File: config.mk
export PLATFORM = sky130hd
export DESIGN_NAME = clcd_cmd_arbiter
export DESIGN_NICKNAME = d
export VERILOG_FILES = /design/src/rtl/clcd_cmd_arbiter.sv
export SDC_FILE = /design/constraint.sdc
export NUM_CORES = 1
export LEC_CHECK = 0
export ABC_CLOCK_PERIOD_IN_PS = 2240
export BUFFER_PORTS_ARGS = -buffer_cell sky130_fd_sc_hd__buf_2
export CORE_MARGIN = 2
export CORE_UTILIZATION = 40
export CTS_BUF_LIST = sky130_fd_sc_hd__clkbuf_8
export CTS_CLUSTER_DIAMETER = 150
export DETAILED_ROUTE_END_ITERATION = 12
export PLACE_DENSITY = 0.74
export SETUP_SLACK_MARGIN = 0.05
export SLEW_MARGIN = 20
export SYNTH_ARGS = -nofsm -noshare
export SYNTH_HDL_FRONTEND = slang
export SYNTH_SLANG_ARGS = --single-unit
File: constraint.sdc
create_clock -name clk -period 2.24 [get_ports clk]
set_input_delay 0.224 -clock clk [delete_from_list [all_inputs] [get_ports clk]]
set_output_delay 0.224 -clock clk [all_outputs]
set_load 0.01 [all_outputs]
File: src/rtl/clcd_cmd_arbiter.sv
// clcd_cmd_arbiter
// Grants one of three byte-command requesters at a time, latches the winning byte and runs
// the valid/busy handshake with CLCD_signal_generator. Supports locked bursts and times out
// a signal generator that never raises busy.
//
// Ports:
//   clk, reset_n                    clock, asynchronous active-low reset
//   i_req_valid/RS/RW/lock [2:0]    per-requester request, RS, RW, keep-ownership
//   i_req_data [23:0]               byte k at [8k+7:8k]
//   o_req_ack [2:0]                 one-cycle completion (or timeout) pulse per requester
//   o_data, o_RS, o_RW, o_valid     command to the signal generator
//   i_busy                          busy from the signal generator
//   o_grant [1:0]                   current/last owner, 2'b11 = none
//   o_timeout, o_err, i_err_clr     timeout pulse, sticky error flag and its clear
module clcd_cmd_arbiter #(
    parameter int unsigned TIMEOUT_CYC = 1024,
    parameter int unsigned TO_W        = 10
) (
    input  logic        clk,
    input  logic        reset_n,
    input  logic [2:0]  i_req_valid,
    input  logic [23:0] i_req_data,
    input  logic [2:0]  i_req_RS,
    input  logic [2:0]  i_req_RW,
    input  logic [2:0]  i_req_lock,
    output logic [2:0]  o_req_ack,
    output logic [7:0]  o_data,
    output logic        o_RS,
    output logic        o_RW,
    output logic        o_valid,
    input  logic        i_busy,
    output logic [1:0]  o_grant,
    output logic        o_timeout,
    output logic        o_err,
    input  logic        i_err_clr
);

    typedef enum logic [1:0] {StIdle, StIssue, StWait, StDone} state_t;

    state_t           r_state;
    state_t           w_state_next;
    logic [1:0]       r_grant;
    logic [1:0]       w_grant_next;
    logic             r_rr_last2;    // 1: requester 2 was granted most recently, favour 1
    logic             w_rr_next;
    logic [TO_W-1:0]  r_cnt;
    logic [TO_W-1:0]  w_cnt_next;
    logic             r_timeout;
    logic             w_timeout_next;
    logic             r_err;
    logic [7:0]       r_data;
    logic             r_rs;
    logic             r_rw;

    logic             w_held;
    logic             w_lock_own;
    logic [2:0]       w_own_oh;
    logic [2:0]       w_elig;
    logic             w_go;
    logic [1:0]       w_sel;

    // Owner decode; 2'b11 maps to no owner.
    always_comb begin
        w_own_oh   = 3'b000;
        w_lock_own = 1'b0;
        case (r_grant)
            2'd0:    begin w_own_oh = 3'b001; w_lock_own = i_req_lock[0]; end
            2'd1:    begin w_own_oh = 3'b010; w_lock_own = i_req_lock[1]; end
            2'd2:    begin w_own_oh = 3'b100; w_lock_own = i_req_lock[2]; end
            default: begin w_own_oh = 3'b000; w_lock_own = 1'b0;          end
        endcase
    end

    assign w_held = (r_grant != 2'b11);

    // A locked owner excludes everyone else; otherwise all requesters compete.
    assign w_elig = (w_held && w_lock_own) ? (i_req_valid & w_own_oh) : i_req_valid;

    always_comb begin
        w_state_next   = r_state;
        w_grant_next   = r_grant;
        w_rr_next      = r_rr_last2;
        w_cnt_next     = r_cnt;
        w_timeout_next = 1'b0;
        w_go           = 1'b0;
        w_sel          = 2'd0;

        unique case (r_state)
            StIdle: begin
                if (!i_busy) begin
                    if (w_held && !w_lock_own) begin
                        w_grant_next = 2'b11;
                    end
                    if (w_elig[0]) begin
                        w_go  = 1'b1;
                        w_sel = 2'd0;
                    end else if (w_elig[1] && (!w_elig[2] || r_rr_last2)) begin
                        w_go  = 1'b1;
                        w_sel = 2'd1;
                    end else if (w_elig[2]) begin
                        w_go  = 1'b1;
                        w_sel = 2'd2;
                    end
                    if (w_go) begin
                        w_grant_next = w_sel;
                        w_state_next = StIssue;
                        w_cnt_next   = '0;
                        if (w_sel != 2'd0) begin
                            w_rr_next = (w_sel == 2'd2);
                        end
                    end
                end
            end
            StIssue: begin
                if (r_cnt != {TO_W{1'b1}}) begin
                    w_cnt_next = r_cnt + 1'b1;
                end
                if (i_busy) begin
                    w_state_next = StWait;
                end else if (r_cnt == TO_W'(TIMEOUT_CYC - 1)) begin
                    w_state_next   = StDone;
                    w_timeout_next = 1'b1;
                end
            end
            StWait: begin
                if (!i_busy) begin
                    w_state_next = StDone;
                end
            end
            StDone: begin
                if (!w_lock_own) begin
                    w_grant_next = 2'b11;
                end
                w_state_next = StIdle;
            end
            default: w_state_next = StIdle;
        endcase
    end

    always_ff @(posedge clk or negedge reset_n) begin
        if (!reset_n) begin
            r_state    <= StIdle;
            r_grant    <= 2'b11;
            r_rr_last2 <= 1'b1;
            r_cnt      <= '0;
            r_timeout  <= 1'b0;
            r_err      <= 1'b0;
            r_data     <= 8'h00;
            r_rs       <= 1'b0;
            r_rw       <= 1'b0;
        end else begin
            r_state    <= w_state_next;
            r_grant    <= w_grant_next;
            r_rr_last2 <= w_rr_next;
            r_cnt      <= w_cnt_next;
            r_timeout  <= w_timeout_next;
            // Timeout set wins over a same-cycle clear.
            if (w_timeout_next) begin
                r_err <= 1'b1;
            end else if (i_err_clr) begin
                r_err <= 1'b0;
            end
            if (w_go) begin
                r_data <= i_req_data[8*w_sel +: 8];
                r_rs   <= i_req_RS[w_sel];
                r_rw   <= i_req_RW[w_sel];
            end
        end
    end

    // Valid and ack decode straight from state so reset drops them immediately.
    assign o_valid   = (r_state == StIssue);
    assign o_req_ack = (r_state == StDone) ? w_own_oh : 3'b000;
    assign o_grant   = r_grant;
    assign o_data    = r_data;
    assign o_RS      = r_rs;
    assign o_RW      = r_rw;
    assign o_timeout = r_timeout;
    assign o_err     = r_err;

endmodule

==> results.md <==
* Number of global-route vias before repair at approximately 1700
* Post-CTS Setup Bufs at 0
* Layout area overhead at 22.2%
* I/O Buffers at 57
* Grt total ovfl at 0
* Synth Flop Type: dfrtp_1
* CP Capture Type: flip-flop
* Least-Margin Pin Slew at slightly above 0.6 ns
* CTS tree: yes
* Synth Instances at slightly above 200
* Vias/cell at approximately 5.7
* Netlist cell types at 52
* Seq cells post-synth at 27
* Outcome: completed
* DRT Pass-1 Iters at 4
* MaxCap Viol Count at 0
* Power Density at between 1000 and 1500 nW/um^2
* Die width at approximately 74 um
* Mapped Area at ~1900 um^2
* Ports at 58
* Synth Net Count at 253
* First-pass GRT wire length at between 7000 and 8000 um
* Die H at 73.6 um
* Vias post-DR at 1833
* # setup viols final at 0
* Htree depth at 1
* Max-slew violation count at 0
* Leakage dissipation at approximately 0.0011 uW
* Hold Vio Cnt, Final at 0
* Async set-reset flop share out of synthesis at 100%
* Share of layout cells above drive strength 1 at 32.7%
* ANT cells at 0
* Largest net degree at the start of global routing at 28
* Number of CTS-inserted buffers at 3
* DRC errors left at 0
* Worst-skew pair later-pin latency at roughly 0.27 ns
* Hold Path Class: in -> reg
* Final Cycle Share at a little over nine tenths
* Setup Skew at approximately 0.01 ns
* Post-synth EDFFs at 0
* Routed len/inst at 14.2 um
* Rel. slew slack at 59.1%
* Ys Warns at 0
* Root Buffer Master: clkbuf_8
* Fin crit period at about 2.1 ns
* Setup TNS at 0 ns
* Worst EP required at 2.39 ns
* Avg Cell Area, Syn at about 9.4 um^2
* Post-DP HPWL at 3460 um
* Max VDD drop at approximately 0.66 mV
* Tot GR Track Use at 17.3%
* Initial antenna violation count at 0
* Number of routed nets with antenna violations at 0
* FMAX at about 480 MHz
* Layout filler cell count at 471
* Core region area at between 4000 and 5000 um^2
* Clock-pin slew on the worst setup and hold paths at roughly 0.1 ns
* Register area share after synthesis at 35.1%
* Critical path arrival at approximately 2.3 ns
* Routed wire length at between 4000 and 5000 um
* Die ar. at between 5000 and 6000 um^2
* RePlAce Congestion at approximately 0.88
* Num rows at 25
* Fin util at between 50% and 60%
* CP max FO at 11
* Initial DRC Count at between 80 and 90
* RSZ-0062 raised after global routing: false
* Startpoint types: flip-flop
* CTS Sinks at 27
* Initial Util at 41.3%
* CTS Buffer Depth at 2
* Crit Path Category: reg -> reg
* Nets@finish at roughly 310
-- layout by cell type (no fill, tap or decap), types with 2 or more instances in the layout --
cell type,Yosys,routed
nand3_1,5,5
nand2_1,10,10
nor2_1,6,6
o21a_1,2,2
clkbuf_8,0,3
and2_2,2,2
ha_1,6,6
o22ai_1,2,2
o211ai_1,3,3
buf_2,3,57
buf_4,1,11
mux2i_1,13,12
or3_1,3,3
o311ai_1,2,2
or4_1,2,2
o21ai_0,8,8
a221oi_1,10,10
nand3b_1,2,2
a21oi_1,27,27
a21boi_1,4,4
dfstp_2,3,3
nand2b_1,7,7
and4_4,2,2
nand4_1,5,5
and3_1,4,3
and4_1,2,2
inv_1,7,8
dfrtp_1,24,24
a2bb2oi_1,10,10
-- path summary, 6_finish.rpt --
path,end,slack [ns],depth (start not counted),startpoint
max,o_RW,0.14,6,o_grant[1]
min,o_err,0.13,2,i_err_clr
max reg2reg,o_RW,0.14,6,o_grant[1]
min reg2reg,o_err,0.54,2,o_err
max in group asynchronous,o_data[5],1.35,2,reset_n
min in group asynchronous,r_cnt[5],0.49,2,reset_n
-- state kept, by name, summed over array words and instances, names as in the netlist --
signal,flops
o_data,8
o_RS,1
r_cnt,10
o_RW,1
o_grant,2
r_rr_last2,1
r_state,2
o_err,1
o_timeout,1
-- power by group --
group	internal [uW]	total [uW]	switching, uW
clock network	123	273	150
logic	607	1330	719
registers	659	809	150
total	1390	2410	1020
-- kinds of logic (layout without fill, tap and decap cells) --
group,after synthesis,count (layout),share of synthesized area [%]
AOI/OAI and AO/OA,80,80,29.3
and+or+nand+nor,58,58,18.4
DFF,27,27,35.1
buffers and inverters,21,80,5.24
muxes,15,15,8.02
adders and majority gates,6,6,3.88
-- repair_timing --
item	in CTS	in global routing
gates resized for setup	0	4
setup endpoints to repair	0	12
hold buffers	1	0
hold endpoints to repair	24	0
-- layer usage --
| metal | vias up | wire, um | GRT usage, % |
|---|---|---|---|
| met3 | 2 | 150 | 2.88 |
| li1 | 923 | - | - |
| met5 | - | 0 | 0 |
| met4 | 0 | 33 | 3.64 |
| met1 | 872 | 2060 | 24.5 |
| met2 | 36 | 2300 | 27.8 |
-- critical path, cell delays in order, from the launching register on --
cell and delay, ns:
dfstp_2 0.64, mux2i_2 0.30, o21a_1 0.25, and4_1 0.22, buf_4 0.23, mux2i_1 0.25
a21oi_1 0.09
-- cells in the mapped netlist (2+ instances only) --
cell,count,area [um^2]
a21oi_1,27,135
o21ai_0,8,40.0
buf_6,2,22.5
o311ai_1,2,17.5
o211ai_1,3,22.5
and4_4,2,22.5
or3_1,3,18.8
a21boi_1,4,30.0
mux2i_1,13,130
dfstp_2,3,78.8
ha_1,6,75.1
nand3_1,5,25.0
a2bb2oi_1,10,87.6
nand3b_1,2,15.0
a221oi_1,10,87.6
dfrtp_1,24,601
clkbuf_1,8,30.0
buf_2,3,15.0
nor2_1,6,22.5
nand2_1,10,37.5
inv_1,7,26.3
o22ai_1,2,12.5
o21a_1,2,15.0
and2_2,2,15.0
and4_1,2,17.5
nand4_1,5,31.3
or4_1,2,15.0
and3_1,4,25.0
nand2b_1,7,43.8
-- layout make-up --
type | count | area (um^2) | area share, %
clock buffers | 3 | 41.3 | 1.75
well taps | 54 | 67.6 | 2.86
multi-input cells | 159 | 1170 | 49.4
flip-flops and latches | 27 | 679 | 28.7
repair buffers | 69 | 378 | 16.0
inverters | 7 | 26.3 | 1.11
clock inverters | 1 | 3.75 | 0.159
-- metrics by stage --
stage	std cells	worst slack, ns	cell area [um^2]	power (uW)	hold slack [ns]
global route	320	0.0455	2370	2620	0.136
detailed placement	315	0.124	2300	2120	0.275
floorplan	207	0.192	1940	1770	-0.0716
finish	320	0.140	2370	2410	0.129
CTS	320	0.0952	2350	2410	0.127
global placement	315	0.136	2300	2100	0.275
Power figures use the tool's default switching activity.
